## config.mk

```make
export PLATFORM = sky130hd
export DESIGN_NAME = csr_file_m
export DESIGN_NICKNAME = d
export VERILOG_FILES = /design/src/rtl/csr_file_m.sv
export SDC_FILE = /design/constraint.sdc
export NUM_CORES = 1
export LEC_CHECK = 0
export BUFFER_PORTS_ARGS = -buffer_cell sky130_fd_sc_hd__buf_2
export CORE_UTILIZATION = 50
export CTS_CLUSTER_DIAMETER = 150
export DETAILED_ROUTE_END_ITERATION = 8
export GPL_ROUTABILITY_DRIVEN = 0
export PLACE_DENSITY = 0.77
export SLEW_MARGIN = 40
export SYNTH_ARGS = -nofsm -noshare
export SYNTH_HDL_FRONTEND = slang
export SYNTH_SLANG_ARGS = --single-unit
```

## constraint.sdc

```tcl
create_clock -name clk -period 5.9 [get_ports clk]
set_input_delay 1.18 -clock clk [delete_from_list [all_inputs] [get_ports clk]]
set_output_delay 1.18 -clock clk [all_outputs]
set_load 0.05 [all_outputs]
```

## src/rtl/csr_file_m.sv

```systemverilog
// Machine-mode CSR file for the RV32 core: trap/mret state, interrupt arbitration and vectored mtvec.
// Defining CSR_COUNTERS_EN adds the 64-bit mcycle/minstret counters and their read-only shadows.
module csr_file_m #(
  parameter logic [31:0] HART_ID     = 32'd0,
  parameter logic [31:0] MTVEC_RESET = 32'h0000_0004,
  parameter logic [31:0] MISA_VALUE  = 32'h4000_0100
) (
  input  logic        clk,
  input  logic        rst_n,
  input  logic [11:0] csr_addr,
  input  logic [31:0] wdata,
  input  logic [1:0]  write_type,
  input  logic        read,
  input  logic        write,
  output logic [31:0] rdata,
  output logic        invalid,
  input  logic        trap,
  input  logic        trap_irq,
  input  logic [4:0]  trap_cause,
  input  logic [31:0] trap_pc,
  input  logic [31:0] trap_val,
  input  logic        ret,
  input  logic        irq_ext,
  input  logic        irq_timer,
  input  logic        irq_soft,
  input  logic        instret,
  output logic        irq_take,
  output logic [4:0]  irq_cause,
  output logic [31:0] trap_vector,
  output logic [31:0] mepc_out
);

  logic        mstatus_mie_q, mstatus_mie_d;
  logic        mstatus_mpie_q, mstatus_mpie_d;
  logic [31:0] mtvec_q, mtvec_d;
  logic [31:0] mie_q, mie_d;
  logic [31:0] mscratch_q, mscratch_d;
  logic [31:0] mepc_q, mepc_d;
  logic [31:0] mcause_q, mcause_d;
  logic [31:0] mtval_q, mtval_d;
`ifdef CSR_COUNTERS_EN
  logic [63:0] mcycle_q, mcycle_d;
  logic [63:0] minstret_q, minstret_d;
`else
  logic        unused_instret;
  assign unused_instret = instret;
`endif

  logic [31:0] mip, pend, cur, wval;
  logic        impl, ro, csr_we;

  always_comb begin
    mip     = 32'd0;
    mip[11] = irq_ext;
    mip[7]  = irq_timer;
    mip[3]  = irq_soft;
  end

  assign pend     = mip & mie_q;
  assign irq_take = mstatus_mie_q & (|pend);

  // Fixed priority: external, then software, then timer.
  always_comb begin
    irq_cause = 5'd0;
    if (irq_take) begin
      if (pend[11])     irq_cause = 5'd11;
      else if (pend[3]) irq_cause = 5'd3;
      else if (pend[7]) irq_cause = 5'd7;
    end
  end

  assign trap_vector = {mtvec_q[31:2], 2'b00} +
                       ((mtvec_q[1:0] == 2'b01 && trap_irq) ? {25'd0, trap_cause, 2'b00} : 32'd0);
  assign mepc_out = mepc_q;

  always_comb begin
    impl = 1'b1;
    cur  = 32'd0;
    case (csr_addr)
      12'hF11, 12'hF12, 12'hF13: cur = 32'd0;
      12'hF14: cur = HART_ID;
      12'h301: cur = MISA_VALUE;
      12'h300: cur = {19'd0, 2'b11, 3'd0, mstatus_mpie_q, 3'd0, mstatus_mie_q, 3'd0};
      12'h304: cur = mie_q;
      12'h305: cur = mtvec_q;
      12'h340: cur = mscratch_q;
      12'h341: cur = mepc_q;
      12'h342: cur = mcause_q;
      12'h343: cur = mtval_q;
      12'h344: cur = mip;
`ifdef CSR_COUNTERS_EN
      12'hB00, 12'hC00: cur = mcycle_q[31:0];
      12'hB80, 12'hC80: cur = mcycle_q[63:32];
      12'hB02, 12'hC02: cur = minstret_q[31:0];
      12'hB82, 12'hC82: cur = minstret_q[63:32];
`endif
      default: impl = 1'b0;
    endcase
  end

  assign ro      = (csr_addr[11:10] == 2'b11) || (csr_addr == 12'h301) || (csr_addr == 12'h344);
  assign invalid = ((read | write) & ~impl) | (write & (|write_type) & ro);
  assign rdata   = cur;
  // Trap and mret take the edge; a coincident CSR write is dropped.
  assign csr_we  = write & (|write_type) & ~invalid & ~trap & ~ret;

  always_comb begin
    case (write_type)
      2'b01:   wval = wdata;
      2'b10:   wval = cur | wdata;
      2'b11:   wval = cur & ~wdata;
      default: wval = cur;
    endcase
  end

  always_comb begin
    mstatus_mie_d  = mstatus_mie_q;
    mstatus_mpie_d = mstatus_mpie_q;
    mtvec_d        = mtvec_q;
    mie_d          = mie_q;
    mscratch_d     = mscratch_q;
    mepc_d         = mepc_q;
    mcause_d       = mcause_q;
    mtval_d        = mtval_q;
    if (trap) begin
      mepc_d         = trap_pc & ~32'd3;
      mcause_d       = {trap_irq, 26'd0, trap_cause};
      mtval_d        = trap_val;
      mstatus_mpie_d = mstatus_mie_q;
      mstatus_mie_d  = 1'b0;
    end else if (ret) begin
      mstatus_mie_d  = mstatus_mpie_q;
      mstatus_mpie_d = 1'b1;
    end else if (csr_we) begin
      case (csr_addr)
        12'h300: begin
          mstatus_mie_d  = wval[3];
          mstatus_mpie_d = wval[7];
        end
        12'h304: mie_d = wval & 32'h0000_0888;
        12'h305: mtvec_d = {wval[31:2], wval[1] ? mtvec_q[1:0] : wval[1:0]};
        12'h340: mscratch_d = wval;
        12'h341: mepc_d = wval & ~32'd3;
        12'h342: mcause_d = {wval[31], 26'd0, wval[4:0]};
        12'h343: mtval_d = wval;
        default: ;
      endcase
    end
  end

`ifdef CSR_COUNTERS_EN
  always_comb begin
    mcycle_d   = mcycle_q + 64'd1;
    minstret_d = minstret_q + {63'd0, instret};
    if (csr_we) begin
      case (csr_addr)
        12'hB00: mcycle_d   = {mcycle_q[63:32], wval};
        12'hB80: mcycle_d   = {wval, mcycle_q[31:0]};
        12'hB02: minstret_d = {minstret_q[63:32], wval};
        12'hB82: minstret_d = {wval, minstret_q[31:0]};
        default: ;
      endcase
    end
  end

  always_ff @(posedge clk or negedge rst_n) begin
    if (!rst_n) begin
      mcycle_q   <= 64'd0;
      minstret_q <= 64'd0;
    end else begin
      mcycle_q   <= mcycle_d;
      minstret_q <= minstret_d;
    end
  end
`endif

  always_ff @(posedge clk or negedge rst_n) begin
    if (!rst_n) begin
      mstatus_mie_q  <= 1'b0;
      mstatus_mpie_q <= 1'b0;
      mtvec_q        <= MTVEC_RESET;
      mie_q          <= 32'd0;
      mscratch_q     <= 32'd0;
      mepc_q         <= 32'd0;
      mcause_q       <= 32'd0;
      mtval_q        <= 32'd0;
    end else begin
      mstatus_mie_q  <= mstatus_mie_d;
      mstatus_mpie_q <= mstatus_mpie_d;
      mtvec_q        <= mtvec_d;
      mie_q          <= mie_d;
      mscratch_q     <= mscratch_d;
      mepc_q         <= mepc_d;
      mcause_q       <= mcause_d;
      mtval_q        <= mtval_d;
    end
  end

endmodule

```

==> out/results.txt <==
Critical path buffers and inverters = 3
Synthesis-to-layout area growth = 20.4%
Status = finished clean
Post-synth ARST share = 1.00
Cell Rows = 46
Clk buf depth = 2
Antenna violations before repair = 1
EDFF count, synth = 0
Layout cell share with drive strength beyond 1 = 0.251
HPWL reported at the end of detailed placement = 19.2 mm
Die area = 17000 µm²
Worst Max-Slew Pin Slew = 0.847 ns
Register-to-register setup slack = 3.60 ns
Inserted Clock Buffers = 17
Switching Fraction = 0.290
Synthesized instance count = 932
Final setup fails = 0
Crit path depth = 12
Ys flop type = dfrtp_1
RSZ-0062 raised after global routing = no
Final cycle utilization of the critical path = 0.853
Critical Path, Cell by Cell = buf_2, and3_1, ha_1, inv_1, fa_1, nor2b_1, o21a_1, o21ai_0, a21oi_1, nand3_1, xnor2_1, buf_2
Critical path required time = 4.72 ns
Max-cap viol count = 0
Routed wire length per instance = 20.5 µm
Drt total wl = 27.6 mm
Final period demand of the worst path = 5.03 ns
Leakage dissipation = 4.65 nW
Initial DRC Count = 927
Synth cell types = 72
PortBufs = 220
Worst-path maximum fanout = 7
Antenna Violating Nets Remaining = 0
Final hold slack = 0.481 ns
Crit path kind = in2out
Drc violations = 0
Critical path capture point = trap_vector[26]
Core Footprint = 16000 µm²
Startpoint types = input pin
Initial core utilization = 0.515
Fmax = 0.199 GHz
Crit path from = trap_irq
Clock Tree Root = clkbuf_16
Post-CTS Resized = 0
Vias = 8350
Hold crit path type = reg2reg
1st-pass router iterations = 5
Crit-path max cell delay = 0.61 ns
Height of the die = 130 µm
GRT overflow = 0
CP delay by family, top = compound AO/OA/AOI/OAI gates
Vias in the first global route = 7777
Total GRT Usage = 0.332
Max_slew headroom = 0.435
Critical Path AT = 3.85 ns
RR Endpoint = mscratch_q[0]
Post-Layout Cell Count = 1347
FF+latch count, synth = 136
Fin nets = 1250
Skew-Pair Late Insertion Delay = 0.42 ns
CTS tree = yes
Worst Skew = 0.00877 ns
Seq/Total Area, Yosys = 0.413
CP most frequent cell = buf_2
VDD IR max = 0.000228 V
Largest net degree at the start of global routing = 83
Fin Setup TNS = 0 ns
Final Max Tran Viols = 0
Fin. Hold Viols = 0
Detailed-route vias per instance = 6.20
Number of buffers added for setup after CTS = 0
Placed cell count = 1315
Reg2reg path depth = 6
Clock share of power = 0.399
YS warnings = 0
Comb pwr share = 0.166
Power per cell area = 234 nW/µm²
Clk sink count = 136
Clk slew on worst S/H paths = 0.06 ns
Synth Area per Inst = 8.85 µm²
Int Pwr = 1.65 mW
Antenna Cells = 0
RR Startpoint = mcause_q[0]
Die Wd = 130 µm
Hold_buf cts = 0
Htree depth = 4
Setup crit end kind = output port
Seq pwr share = 0.435
Global-route wire length before repair = 41.9 mm
Psw = 674 µW
Boundary pin count = 229
CP max stage cell = a21oi_1
Post-Syn Area = 8250 µm²
power groups by stage:
stage | Clock (mW) | Combinational, mW | Sequential (mW)
floorplan | 0 | 0.183 | 1.08
global placement | 0 | 0.373 | 1.02
detailed placement | 0 | 0.381 | 1.02
CTS | 0.936 | 0.383 | 1.01
global route | 0.971 | 0.415 | 1.01
finish | 0.927 | 0.385 | 1.01
layout by cell type, fill, tap and decap left out, types with 4 or more instances in the layout:
master	n
buf_2	218
dfrtp_1	135
nand2_1	130
o21ai_1	77
a22oi_1	57
xnor2_1	50
a21oi_1	41
o21ai_0	40
nand3_1	34
nor2_1	31
and2_1	28
inv_1	22
o22ai_1	20
clkbuf_16	17
mux2i_1	16
and3_1	16
buf_4	15
nor3_1	11
nand4_1	11
a221o_1	10
a31oi_1	10
a22o_1	9
clkbuf_1	9
mux2_2	7
a222oi_1	7
a32oi_1	6
ha_1	5
conb_1	5
nand2b_1	4
and4_1	4
nand3b_1	4
o21a_1	4
state kept, by name (all words and copies together) (netlist names):
register	count
mcause_q	6
mepc_out	30
mie_q	3
mscratch_q	32
mstatus_mie_q	1
mstatus_mpie_q	1
mtval_q	32
mtvec_q	31
metrics by stage:
stage                     utilization  cell area [µm²]  power (mW)  setup WS [ns]
after detailed placement        0.589             9420        1.41          0.900
after CTS                       0.620             9930        2.33          0.889
final                           0.620             9930        2.32          0.865
after floorplan                     -             8260        1.26           1.13
after global routing            0.620             9930        2.40          0.695
after global placement          0.588             9410        1.40          0.959
cell usage after synthesis, types with 4 or more instances:
library cell    n  area, µm²
o22ai_1        20        125
clkbuf_1       33        124
a221o_1        10        100
xnor2_1        50        438
buf_2          23        115
and4_1          4       35.0
buf_4          10       75.1
nand2b_1        4       25.0
o21a_1          4       30.0
buf_1           4       15.0
o21ai_0        40        200
nand3b_1        4       30.0
inv_1          22       82.6
nand4_1        11       68.8
a31oi_1        10       62.6
ha_1            5       62.6
nor3_1         11       55.1
nor2_1         33        124
nand2_1       130        488
and3_1         16        100
dfrtp_1       135       3380
and2_1         29        181
o21ai_1        77        385
a22o_1          9       78.8
mux2i_1        16        160
a32oi_1         6       52.6
a22oi_1        57        428
a222oi_1        7       70.1
a21oi_1        41        205
nand3_1        34        170
mux2_2          7       78.8
worst min-delay path: cells and delay by family (launching register included):
family | cells | cell delay [ns]
compound gates | 1 | 0.06
flops | 1 | 0.34
simple gates | 1 | 0.04
final cells by class:
type	instances	area, µm²
Multi-Input combinational cell	706	4450
Timing Repair Buffer	234	1210
Sequential cell	136	3400
Tap cell	216	270
Fill cell	1416	6070
Clock buffer	27	473
Clock inverter	5	30.0
Inverter	23	86.3
layer usage:
layer,global-route usage,vias up,routed length (µm)
met3,0.0859,77,2860
li1,-,3789,-
met5,0,-,0
met2,0.511,501,12600
met4,0.146,0,857
met1,0.442,3983,11400
cells by family (layout without fill, tap and decap cells):
kind of cell    after synthesis  after routing  synth area share
simple gates                309            309             0.193
compound gates              307            307             0.238
flops                       136            136             0.413
buf+inv                      94            289            0.0517
xor+xnor                     53             53            0.0563
mux                          26             26            0.0372
fa+ha+maj                     6              6            0.0100
other cells                   1              5          0.000455
how the worst min path moves through the flow:
stage                        start              to  slack (ns)  cells after the start
finish              mscratch_q[16]  mscratch_q[16]        0.48                      2
global route        mscratch_q[30]  mscratch_q[30]        0.50                      2
CTS                     mtvec_q[2]      mtvec_q[2]        0.48                      2
detailed placement   mscratch_q[7]   mscratch_q[7]        0.47                      2
global placement     mscratch_q[0]   mscratch_q[0]        0.46                      2
floorplan            mscratch_q[7]   mscratch_q[7]        0.45                      2
Power figures use the tool's default switching activity.
